## src/rtl/axis_fifo_if.sv

```systemverilog
// AXI-Stream link carrying tvalid/tready/tdata; s is the write side, m the read side.
interface axis_if #(
  parameter int TDATA_WIDTH = 8
) ();
  logic                   tvalid;
  logic                   tready;
  logic [TDATA_WIDTH-1:0] tdata;

  modport s (input tvalid, output tready, input tdata);
  modport m (output tvalid, input tready, output tdata);
endinterface

```

## src/rtl/axis_fifo.sv

```systemverilog
// Synchronous AXI-Stream FIFO feeding a downstream register slice.
// Define AXIS_FIFO_HWM_EN to add the hwm (peak occupancy since reset) output.
module axis_fifo #(
  parameter int DEPTH = 8
) (
  input  logic                   clk,
  input  logic                   rst_n,
  axis_if.s                      axis_sif,
  axis_if.m                      axis_mif,
  input  logic                   flush,
  output logic [$clog2(DEPTH):0] count
`ifdef AXIS_FIFO_HWM_EN
  ,
  output logic [$clog2(DEPTH):0] hwm
`endif
);
  localparam int ADDR_W = $clog2(DEPTH);
  localparam int TDATA_WIDTH = axis_sif.TDATA_WIDTH;
  localparam logic [ADDR_W:0] FULL = (ADDR_W + 1)'(DEPTH);

  if (DEPTH < 2 || (DEPTH & (DEPTH - 1)) != 0) begin : g_bad_depth
    $fatal(1, "axis_fifo: DEPTH must be a power of two >= 2");
  end
  if (axis_mif.TDATA_WIDTH != TDATA_WIDTH) begin : g_bad_width
    $fatal(1, "axis_fifo: axis_sif and axis_mif TDATA_WIDTH differ");
  end

  logic [TDATA_WIDTH-1:0] mem_q [DEPTH];
  logic [ADDR_W-1:0]      wr_ptr_q, wr_ptr_d;
  logic [ADDR_W-1:0]      rd_ptr_q, rd_ptr_d;
  logic [ADDR_W:0]        cnt_q, cnt_d;
  logic                   push, pop;

  assign axis_sif.tready = !flush && (cnt_q != FULL);
  assign axis_mif.tvalid = (cnt_q != '0);
  assign axis_mif.tdata  = mem_q[rd_ptr_q];
  assign count           = cnt_q;

  assign push = axis_sif.tvalid && axis_sif.tready;
  assign pop  = axis_mif.tvalid && axis_mif.tready && !flush;

  always_comb begin
    wr_ptr_d = wr_ptr_q;
    rd_ptr_d = rd_ptr_q;
    cnt_d    = cnt_q;
    if (flush) begin
      wr_ptr_d = '0;
      rd_ptr_d = '0;
      cnt_d    = '0;
    end else begin
      if (push) wr_ptr_d = wr_ptr_q + 1'b1;
      if (pop)  rd_ptr_d = rd_ptr_q + 1'b1;
      if (push && !pop)      cnt_d = cnt_q + 1'b1;
      else if (pop && !push) cnt_d = cnt_q - 1'b1;
    end
  end

  always_ff @(posedge clk or negedge rst_n) begin
    if (!rst_n) begin
      wr_ptr_q <= '0;
      rd_ptr_q <= '0;
      cnt_q    <= '0;
    end else begin
      wr_ptr_q <= wr_ptr_d;
      rd_ptr_q <= rd_ptr_d;
      cnt_q    <= cnt_d;
    end
  end

  // Storage is deliberately left unreset; cnt alone decides what is valid.
  always_ff @(posedge clk) begin
    if (push) mem_q[wr_ptr_q] <= axis_sif.tdata;
  end

`ifdef AXIS_FIFO_HWM_EN
  logic [ADDR_W:0] hwm_q, hwm_d;

  assign hwm_d = (cnt_d > hwm_q) ? cnt_d : hwm_q;
  assign hwm   = hwm_q;

  always_ff @(posedge clk or negedge rst_n) begin
    if (!rst_n) hwm_q <= '0;
    else        hwm_q <= hwm_d;
  end
`endif
endmodule

```

## src/flat_wrapper.sv

```systemverilog
// flat-port wrapper written by rule: the top's interface ports become plain ports
module axis_fifo_flat 
#(
  parameter int DEPTH = 8
)
  (clk, rst_n, flush, count, axis_sif_tvalid, axis_sif_tready, axis_sif_tdata, axis_mif_tvalid, axis_mif_tready, axis_mif_tdata);
  axis_if #(.TDATA_WIDTH(8)) axis_sif_i ();
  axis_if #(.TDATA_WIDTH(8)) axis_mif_i ();
  input  logic clk;
  input  logic rst_n;
  input  logic flush;
  output logic [$clog2(DEPTH):0] count;
  input wire logic [$bits(axis_sif_i.tvalid)-1:0] axis_sif_tvalid;
  output wire logic [$bits(axis_sif_i.tready)-1:0] axis_sif_tready;
  input wire logic [$bits(axis_sif_i.tdata)-1:0] axis_sif_tdata;
  output wire logic [$bits(axis_mif_i.tvalid)-1:0] axis_mif_tvalid;
  input wire logic [$bits(axis_mif_i.tready)-1:0] axis_mif_tready;
  output wire logic [$bits(axis_mif_i.tdata)-1:0] axis_mif_tdata;
  assign axis_sif_i.tvalid = axis_sif_tvalid;
  assign axis_sif_tready = axis_sif_i.tready;
  assign axis_sif_i.tdata = axis_sif_tdata;
  assign axis_mif_tvalid = axis_mif_i.tvalid;
  assign axis_mif_i.tready = axis_mif_tready;
  assign axis_mif_tdata = axis_mif_i.tdata;
  axis_fifo #(.DEPTH(DEPTH)) u_core (.clk(clk), .rst_n(rst_n), .axis_sif(axis_sif_i), .axis_mif(axis_mif_i), .flush(flush), .count(count));
endmodule
```

## config.mk

```make
export PLATFORM = sky130hd
export DESIGN_NAME = axis_fifo_flat
export DESIGN_NICKNAME = d
export VERILOG_FILES = /design/src/rtl/axis_fifo_if.sv /design/src/rtl/axis_fifo.sv /design/src/flat_wrapper.sv
export SDC_FILE = /design/constraint.sdc
export NUM_CORES = 1
export LEC_CHECK = 0
export ABC_AREA = 1
export CORE_MARGIN = 2
export CORE_UTILIZATION = 51
export DETAILED_ROUTE_END_ITERATION = 7
export DONT_BUFFER_PORTS = 1
export PLACE_DENSITY = 0.66
export REMOVE_ABC_BUFFERS = 1
export SYNTH_ARGS = -nofsm -noshare
export SYNTH_HDL_FRONTEND = slang
export SYNTH_SLANG_ARGS = --single-unit
```

## constraint.sdc

```tcl
create_clock -name clk -period 2.75 [get_ports clk]
set_input_delay 0.275 -clock clk [delete_from_list [all_inputs] [get_ports clk]]
set_output_delay 0.275 -clock clk [all_outputs]
set_load 0.01 [all_outputs]
```

==> impl_metrics.py, run 1 <==
metrics = {
    "global_routing": {
        "busiest_layer": "met2",
        "grtUsageMet1_pct": 25.98,
        "grt.overflow.total": 0,
        "grt_usage_pct": 20.27,
        "grt_pass1_wl_mm": 9.556,
        "met3_usage_pct": 4.674,
        "met2_usage_pct": 31.69,
        "antenna_found_initial": 0,
        "grt_pass1_vias": 1945,
        "grt_max_degree": 35,
    },
    "synth": {
        "netlist.area_leader.share_pct": 61.27,
        "synth-edff-count": 64,
        "synthFlopType": "edfxtp_1",
        "post-synth-top-count-cell": "edfxtp_1",
        "ys_top_cells_by_count": "edfxtp_1 (64), nor2_1 (51), nand2_1 (50)",
        "synth_seq_cells": 74,
        "yosys.area.top_type": "edfxtp_1",
        "syn_area_um2": 3137,
        "ys_async_sr_fraction_pct": 13.51,
        "seq_area_frac_synth_pct": 69.25,
        "syn_inst": 276,
        "yosysUniqueCellTypes": 25,
        "syn_avg_cell_area_um2": 11.37,
        "synth_area_leaders": "edfxtp_1 (61%), dfrtp_1 (8.0%), nor2_1 (6.1%)",
        "ys_warn_count": 0,
    },
    "sta": {
        "worst_slack_ns": 0.3139,
        "fin_crit_sh_pct": 88.58,
        "hold_violations": 0,
        "tns_ns": 0,
        "min_period_ns": 2.436,
        "tightest_slew_ns": 0.5981,
        "fmax_mhz": 410.5,
        "slew_headroom_pct": 59.98,
        "setup_viol": 0,
        "fin_skew_ns": 0.005528,
        "rsz0062_at_grt": "false",
        "drv_slew": 0,
        "hold_ws_ns": 0.02890,
    },
    "cells_and_area": {
        "fillers": 517,
        "final_cell_area_um2": 3436,
        "seq_area_um2": 2172,
        "nets": 309,
        "area_growth_pct": 9.533,
        "drive_above_1_share_pct": 12.20,
        "multi_input_area_um2": 880.8,
        "fin_cells": 370,
        "diodes": 0,
        "final_util_pct": 58.03,
    },
    "die": {
        "row_count": 28,
        "start_util_pct": 52.98,
        "ios": 27,
        "die_y_um": 82.43,
        "core_area_um2": 5921,
        "die_w_um": 82.43,
        "dieArea_um2": 6794,
    },
    "drt": {
        "drt-total-wl_mm": 6.195,
        "wl_per_cell_um": 16.74,
        "drt-initial-drc-count": 142,
        "drc": 0,
        "detail_route.first_pass.iterations": 4,
        "ant_nets": 0,
        "drt-vias-per-instance": 5.419,
        "vias": 2005,
    },
    "critical_path": {
        "cpMaxStageDelayCell": "dfrtp_1",
        "cp_max_fo": 34,
        "max_stage_delay_ns": 0.60,
        "cp_cell_sequence": "inv_2 -> nor2_1 -> o21ai_0 -> a21oi_1 -> a31oi_1",
        "cp.required_ns": 2.48,
        "end_kind": "output port",
        "cp-start-kind": "flop",
        "crit_arrival_ns": 2.16,
        "worst-setup-path-type": "flop to output port",
    },
    "job": {
        "max_cap_violations": 0,
    },
    "power_and_ir_drop": {
        "p_int_mw": 1.821,
        "p_comb_share_pct": 24.0,
        "p_clk_share_pct": 24.8,
        "power_mw": 2.733,
        "peakVddDrop_mv": 0.4308,
        "p_seq_share_pct": 51.2,
        "power.switching_uw": 911.8,
        "power_density_nw_per_um2": 795.3,
        "p_leak_nw": 1.259,
        "swShare_pct": 33.37,
    },
    "clocking": {
        "post-cts-setup-buffer-count": 0,
        "clkSinkCount": 74,
        "clockBufferDepth": 2,
        "cts_made_buffers": 9,
        "tritoncts": "done",
        "cts_root_buf": "clkbuf_8",
        "clkLatencyLatePin_ns": 0.34,
        "htreeDepth": 3,
        "cts_repair_resize_count": 0,
        "path_clk_slew_ns": 0.07,
    },
    "place": {
        "placed_cell_area_um2": 3274,
        "dpl_worst_slack_ns": 0.6089,
        "place_inst": 354,
        "dpl.hpwl_mm": 4.027,
        "port_buffers": 0,
        "place_congestion": 0.8486,
    },
    "run_status": {
        "status": "finished clean",
    },
    "worst_hold_path": {
        "min-delay-path-class": "input port to flop",
    },
}
## critical path: cells and delay by family, from the launching register on
family | cells | cell delay [ns]
buffers and inverters | 1 | 0.53
AOI/OAI and AO/OA | 3 | 0.60
DFF | 1 | 0.60
and+or+nand+nor | 1 | 0.09
## metal layers
| metal | vias to the layer above | wire (um) |
|---|---|---|
| li1 | 990 | - |
| met1 | 956 | 2778 |
| met2 | 47 | 3030 |
| met3 | 12 | 248 |
| met4 | 0 | 138 |
| met5 | - | 0 |
## cell families after synthesis
group	count (synthesis)	share of synthesized area, %
xor+xnor	2	0.5585
simple gates	114	15.08
compound gates	61	10.21
fa+ha+maj	5	2.234
buf+inv	20	2.672
flops	74	69.25
## what timing repair did
| item | in CTS | in global routing |
|---|---|---|
| hold endpoints to repair | 10 | 0 |
| hold buffers | 1 | 0 |
| setup endpoints to repair | 0 | 0 |
## area by class of cell
class | instances | area share [%]
tap | 75 | 2.731
inverter | 12 | 1.311
timing repair buffer | 12 | 2.695
multi-input combinational | 182 | 25.64
clock inverter | 4 | 0.5827
sequential | 74 | 63.22
clock buffer | 11 | 3.824
## sequential cells by signal, summed over array words and instances (netlist names)
signal and count:
u_core.wr_ptr_q 3, u_core.mem_q 64, u_core.rd_ptr_q 3, u_core.count 4
## final timing paths
kind,cells past startpoint,startpoint,slack (ns),end
setup / recovery,5,u_core.rd_ptr_q[0],0.31,axis_mif_tdata[7]
hold / removal,0,axis_sif_tdata[6],0.03,u_core.mem_q[6][6]
setup reg to reg,13,u_core.count[3],0.60,u_core.count[3]
hold reg to reg,2,u_core.wr_ptr_q[0],0.61,u_core.wr_ptr_q[0]
max in group asynchronous,1,rst_n,2.10,u_core.wr_ptr_q[0]
min in group asynchronous,1,rst_n,0.32,u_core.count[0]
## cell usage in the layout (no fill, tap or decap), drive strengths merged
| cell type | n |
|---|---|
| a21oi | 12 |
| a31oi | 8 |
| buf | 11 |
| clkbuf | 11 |
| clkinv | 4 |
| clkinvlp | 1 |
| dfrtp | 10 |
| dlygate4sd3 | 1 |
| edfxtp | 64 |
| fa | 1 |
| ha | 4 |
| inv | 11 |
| nand2 | 55 |
| nand3 | 6 |
| nor2 | 53 |
| o21ai | 40 |
| o22ai | 1 |
| xnor2 | 1 |
| xor2 | 1 |
## power by group through the flow
stage | sequential [mW] | combinational [mW] | clock (mW)
final | 1.40 | 0.657 | 0.678
after global routing | 1.41 | 0.749 | 0.740
after CTS | 1.40 | 0.666 | 0.695
after detailed placement | 1.42 | 0.659 | 0
after global placement | 1.42 | 0.638 | 0
after floorplan | 1.42 | 0.484 | 0
Power figures use the tool's default switching activity.
==> run 2: changes to the inputs <==
--- a/config.mk
+++ b/config.mk
@@ -6,11 +6,14 @@
 export NUM_CORES = 1
 export LEC_CHECK = 0
 export ABC_AREA = 1
+export CELL_PAD_IN_SITES_DETAIL_PLACEMENT = 2
+export CELL_PAD_IN_SITES_GLOBAL_PLACEMENT = 2
 export CORE_MARGIN = 2
-export CORE_UTILIZATION = 51
+export CORE_UTILIZATION = 47
+export CTS_BUF_LIST = sky130_fd_sc_hd__clkbuf_2 sky130_fd_sc_hd__clkbuf_4 sky130_fd_sc_hd__clkbuf_8
 export DETAILED_ROUTE_END_ITERATION = 7
 export DONT_BUFFER_PORTS = 1
-export PLACE_DENSITY = 0.66
+export PLACE_DENSITY_LB_ADDON = 0.1
 export REMOVE_ABC_BUFFERS = 1
 export SYNTH_ARGS = -nofsm -noshare
 export SYNTH_HDL_FRONTEND = slang
==> impl_metrics.py, run 2 (synthesis results as in run 1) <==
metrics = {
    "critical_path": {
        "cp_top_family": "simple AND/OR/NAND/NOR gates",
        "max_stage_delay_ns": 0.55,
        "crit_top_cell": "nand2_1",
        "cp_max_fo": 6,
        "cp-start-kind": "flop",
        "crit_arrival_ns": 3.04,
        "crit_buf_inv": 1,
        "cpMaxStageDelayCell": "dfrtp_1",
        "worst-setup-path-type": "flop to flop",
        "cp_cell_sequence": "inv_2 -> nor2_2 -> a21oi_2 -> nand3_2 -> ha_1 -> a21oi_2 -> nand2_1 -> nand2_1 -> nand2_1 -> nand2_1 -> nand2_1 -> nand2_1 -> nand2_1",
        "r2r-end": "u_core.count[3]",
        "cp.required_ns": 3.00,
        "r2r-start": "u_core.count[3]",
        "r2r_cells": 13,
        "end_kind": "flop",
        "ff2ff_setup_slack_ns": -0.04,
    },
    "cells_and_area": {
        "final_util_pct": 57.58,
        "final_cell_area_um2": 3677,
        "area_growth_pct": 17.23,
        "diodes": 0,
        "layout_common_cells": "edfxtp_1 (64), nor2_1 (51), nand2_1 (50), o21ai_0 (37), dlygate4sd3_1 (16)",
        "largest_register_ffs": 64,
        "fin_cells": 388,
        "nets": 324,
        "mostFrequentLayoutCell": "edfxtp_1",
        "drive_above_1_share_pct": 12.86,
        "regMostFlops": "u_core.mem_q",
    },
    "sta": {
        "setup_viol": 1,
        "min_period_ns": 2.792,
        "fmax_mhz": 358.1,
        "fin_crit_sh_pct": 101.5,
        "hold_violations": 0,
        "tns_ns": -0.04248,
        "drv_slew": 0,
        "tightest_slew_ns": 0.6607,
        "slew_headroom_pct": 55.81,
        "worst_slack_ns": -0.04248,
        "fin_skew_ns": 0.01542,
    },
    "worst_hold_path": {
        "hold_depth": 3,
        "min-delay-path-class": "input port to flop",
        "min_from": "flush",
        "holdPathEnd": "u_core.count[3]",
    },
    "job": {
        "max_cap_violations": 0,
    },
    "clocking": {
        "path_clk_slew_ns": 0.08,
        "clockBufferDepth": 2,
        "clkSinkCount": 74,
        "cts_made_buffers": 9,
        "cts_root_buf": "clkbuf_8",
        "htreeDepth": 3,
        "clkLatencyLatePin_ns": 0.38,
        "tritoncts": "done",
    },
    "global_routing": {
        "grt_usage_pct": 36.12,
        "grt_max_degree": 35,
        "antenna_found_initial": 0,
        "grt_pass1_wl_mm": 18.30,
        "grt_pass1_vias": 2826,
        "grt.overflow.total": 0,
    },
    "drt": {
        "drt-total-wl_mm": 13.69,
        "vias": 2567,
        "drt-initial-drc-count": 369,
        "ant_nets": 0,
        "drc": 0,
        "detail_route.first_pass.iterations": 5,
        "wl_per_cell_um": 35.29,
        "drt-vias-per-instance": 6.616,
    },
    "run_status": {
        "status": "finished with violations",
        "violations": "negative setup slack",
    },
    "place": {
        "dpl.hpwl_mm": 6.175,
        "place_congestion": 0.7389,
        "place_inst": 356,
        "placed_cell_area_um2": 3277,
        "port_buffers": 0,
        "dpl_worst_slack_ns": 0.4055,
    },
    "die": {
        "start_util_pct": 49.12,
        "die_w_um": 85.70,
        "dieArea_um2": 7344,
        "row_count": 29,
        "core_area_um2": 6386,
        "die_y_um": 85.70,
        "ios": 27,
    },
    "power_and_ir_drop": {
        "p_leak_nw": 1.363,
        "power_density_nw_per_um2": 940.4,
        "p_int_mw": 2.140,
        "peakVddDrop_mv": 0.5737,
        "p_seq_share_pct": 40.8,
        "power.switching_mw": 1.318,
        "p_comb_share_pct": 27.1,
        "swShare_pct": 38.12,
        "p_clk_share_pct": 32.1,
    },
}
-- run 2: timing repair --
item                                    4_1_cts  5_1_grt
buffers inserted                              0        0
endpoints found under the hold margin        26       45
endpoints found under the setup margin        0        1
hold buffers                                  9        7
resized for setup                             0        1
-- run 2: worst max path at each step --
stage / from / slack, ns / depth (start not counted) / end
after floorplan: u_core.count[3] / 0.79 / 13 / u_core.count[3]
after global placement: u_core.count[3] / 0.60 / 13 / u_core.count[3]
after detailed placement: u_core.count[3] / 0.41 / 13 / u_core.count[3]
after CTS: u_core.count[3] / 0.19 / 13 / u_core.count[3]
after global routing: u_core.count[3] / -0.08 / 13 / u_core.count[3]
final: u_core.count[3] / -0.04 / 13 / u_core.count[3]
-- run 2: area by class of cell --
cell class                 count  area [um^2]
inverter                      12        45.04
multi-input combinational    182        884.6
fill                         594         2709
clock buffer                  10        131.4
sequential                    74         2172
tap                           77        96.34
timing repair buffer          27        242.7
clock inverter                 6        105.1
-- run 2: tightest hold or removal path, stage by stage --
cell     delay [ns]
a21oi_1        0.02
nand2_1        0.06
nand2_1        0.09
-- run 2: per-stage QoR --
step                      hold slack [ns]  power (mW)
after CTS                      0.00001063       3.259
after detailed placement         -0.02027       2.160
final                              0.1341       3.458
after floorplan                  -0.02059       1.899
after global placement           -0.02027       2.096
after global routing               0.1511       3.527
-- run 2: metal layers --
| metal | GRT usage [%] | vias to the layer above | share of wire [%] | wire, um |
|---|---|---|---|---|
| li1 | - | 1020 | - | - |
| met1 | 43.71 | 1321 | 39 | 5332 |
| met2 | 59.73 | 182 | 50 | 6856 |
| met3 | 8.758 | 44 | 7.4 | 1017 |
| met4 | 19.62 | 0 | 3.5 | 486 |
| met5 | 0 | - | 0 | 0 |
-- run 2: power by group through the flow --
stage               combinational (mW)  clock [mW]  sequential, mW
floorplan                        0.484           0            1.42
global placement                 0.693           0            1.40
detailed placement               0.747           0            1.41
CTS                              0.812        1.05            1.39
global route                     0.989        1.13            1.41
finish                           0.937        1.11            1.41
==> run 3: changes to the inputs <==
--- a/config.mk
+++ b/config.mk
@@ -9,8 +9,7 @@
 export CELL_PAD_IN_SITES_DETAIL_PLACEMENT = 2
 export CELL_PAD_IN_SITES_GLOBAL_PLACEMENT = 2
 export CORE_MARGIN = 2
-export CORE_UTILIZATION = 47
-export CTS_BUF_LIST = sky130_fd_sc_hd__clkbuf_2 sky130_fd_sc_hd__clkbuf_4 sky130_fd_sc_hd__clkbuf_8
+export CORE_UTILIZATION = 45
 export DETAILED_ROUTE_END_ITERATION = 7
 export DONT_BUFFER_PORTS = 1
 export PLACE_DENSITY_LB_ADDON = 0.1
==> impl_metrics.py, run 3 (synthesis results as in run 1) <==
metrics = {
    "sta": {
        "tns_ns": 0,
        "setup_viol": 0,
        "hold_violations": 0,
        "rsz0062_at_grt": "false",
        "slew_headroom_pct": 60.25,
        "fin_skew_ns": 0.008957,
        "drv_slew": 0,
        "min_period_ns": 2.367,
        "fmax_mhz": 422.5,
        "worst_slack_ns": 0.3830,
        "tightest_slew_ns": 0.5953,
        "fin_crit_sh_pct": 86.07,
    },
    "place": {
        "port_buffers": 0,
        "dpl.hpwl_mm": 5.244,
        "place_congestion": 0.7482,
        "dpl_worst_slack_ns": 0.4242,
        "placed_cell_area_um2": 3273,
        "place_inst": 358,
    },
    "global_routing": {
        "grt_pass1_wl_mm": 13.08,
        "grt.overflow.total": 0,
        "antenna_found_initial": 0,
        "grt_max_degree": 35,
        "grt_usage_pct": 24.53,
        "grt_pass1_vias": 2338,
    },
    "cells_and_area": {
        "largest_register_ffs": 64,
        "area_growth_pct": 12.96,
        "nets": 313,
        "mostFrequentLayoutCell": "edfxtp_1",
        "diodes": 0,
        "final_util_pct": 52.44,
        "regMostFlops": "u_core.mem_q",
        "drive_above_1_share_pct": 12.67,
        "layout_common_cells": "edfxtp_1 (64), nor2_1 (51), nand2_1 (50), o21ai_0 (37), a21oi_1 (11)",
        "final_cell_area_um2": 3543,
        "multi_input_area_um2": 880.8,
        "seq_area_um2": 2172,
        "fin_cells": 380,
        "fillers": 679,
    },
    "critical_path": {
        "crit_arrival_ns": 2.62,
        "cp.required_ns": 3.00,
        "cp_max_fo": 6,
        "cpMaxStageDelayCell": "dfrtp_1",
        "r2r_cells": 13,
        "cp_cell_sequence": "inv_2 -> nor2_2 -> a21oi_2 -> nand3_2 -> ha_1 -> a21oi_1 -> nand2_1 -> nand2_1 -> nand2_1 -> nand2_1 -> nand2_1 -> nand2_1 -> nand2_1",
        "endpoint": "u_core.count[3]",
        "r2r-start": "u_core.count[3]",
        "end_kind": "flop",
        "crit_top_cell": "nand2_1",
        "ff2ff_setup_slack_ns": 0.38,
        "cp-startpoint": "u_core.count[3]",
        "cp-start-kind": "flop",
        "r2r-end": "u_core.count[3]",
        "max_stage_delay_ns": 0.50,
        "worst-setup-path-type": "flop to flop",
    },
    "clocking": {
        "clkLatencyLatePin_ns": 0.35,
        "htreeDepth": 3,
        "clkSinkCount": 74,
        "clockBufferDepth": 2,
        "cts_repair_resize_count": 0,
        "post-cts-setup-buffer-count": 0,
        "cts_root_buf": "clkbuf_8",
        "path_clk_slew_ns": 0.08,
        "tritoncts": "done",
        "hold_buffers": 1,
        "cts_made_buffers": 9,
    },
    "die": {
        "core_area_um2": 6756,
        "start_util_pct": 46.43,
        "die_y_um": 87.49,
        "dieArea_um2": 7655,
        "die_w_um": 87.49,
        "ios": 27,
        "row_count": 30,
    },
    "drt": {
        "ant_nets": 0,
        "drt-total-wl_mm": 8.734,
        "drt-initial-drc-count": 152,
        "drc": 0,
        "drt-vias-per-instance": 5.779,
        "detail_route.first_pass.iterations": 6,
        "vias": 2196,
        "wl_per_cell_um": 22.98,
    },
    "power_and_ir_drop": {
        "p_seq_share_pct": 45.1,
        "power_density_nw_per_um2": 860.5,
        "p_comb_share_pct": 24.7,
        "p_int_mw": 2.021,
        "p_clk_share_pct": 30.2,
        "peakVddDrop_mv": 0.4727,
        "power.switching_mw": 1.028,
        "p_leak_nw": 1.307,
        "swShare_pct": 33.73,
    },
    "run_status": {
        "status": "finished clean",
    },
    "worst_hold_path": {
        "min-delay-path-class": "input port to flop",
    },
    "job": {
        "max_cap_violations": 0,
    },
}
run 3: cell count changes in the layout (fill, tap and decap cells not counted), sizes merged:
cell,change
dlygate4sd3,-10
clkbuf,+1
clkinv,+1
bufinv,-1
buf,-1
clkinvlp,-1
run 3: how the worst min path moves through the flow:
stage | start | endpoint | slack (ns) | depth (start not counted)
global placement | rst_n | u_core.count[2] | -0.02 | 0
floorplan | rst_n | u_core.count[0] | -0.02 | 0
CTS | axis_sif_tdata[1] | u_core.mem_q[3][1] | 0.0002 | 0
finish | axis_sif_tdata[3] | u_core.mem_q[2][3] | 0.02 | 0
detailed placement | rst_n | u_core.count[2] | -0.02 | 0
global route | axis_sif_tdata[4] | u_core.mem_q[3][4] | 0.0005 | 0
run 3: routing by layer:
metal / routed length, um / GRT usage (%) / vias to the layer above / share of wire (%)
met2: 4433 / 41.05 / 60 / 51
met5: 0 / 0 / - / 0
li1: - / - / 999 / -
met4: 246 / 11.19 / 0 / 2.8
met3: 371 / 6.635 / 21 / 4.2
met1: 3683 / 29.53 / 1116 / 42
run 3: power groups by stage:
stage / combinational [mW] / clock [mW] / sequential, mW
final: 0.755 / 0.921 / 1.37
after global routing: 0.850 / 0.974 / 1.38
after CTS: 0.764 / 0.933 / 1.37
after detailed placement: 0.743 / 0 / 1.40
after global placement: 0.684 / 0 / 1.39
after floorplan: 0.484 / 0 / 1.42
run 3: worst max-delay path, delay by kind of cell (launching register included):
| family | cells | cell delay [ns] |
|---|---|---|
| and+or+nand+nor | 9 | 0.76 |
| buffers and inverters | 1 | 0.13 |
| AOI/OAI and AO/OA | 2 | 0.52 |
| DFF | 1 | 0.50 |
| adders and majority gates | 1 | 0.37 |
run 3: final cells by class:
type	instances	share of cell area, %
flip-flops and latches	74	61.30
multi-input cells	182	24.86
repair buffers	16	3.814
clock buffers	11	3.708
well taps	80	2.825
clock inverters	5	2.225
inverters	12	1.271
run 3: per-stage QoR:
step                      hold slack (ns)  power, mW
after floorplan                  -0.02059      1.899
after global placement           -0.02027      2.075
after detailed placement         -0.02026      2.141
after CTS                       0.0002127      3.071
after global routing            0.0004798      3.207
final                             0.01968      3.049
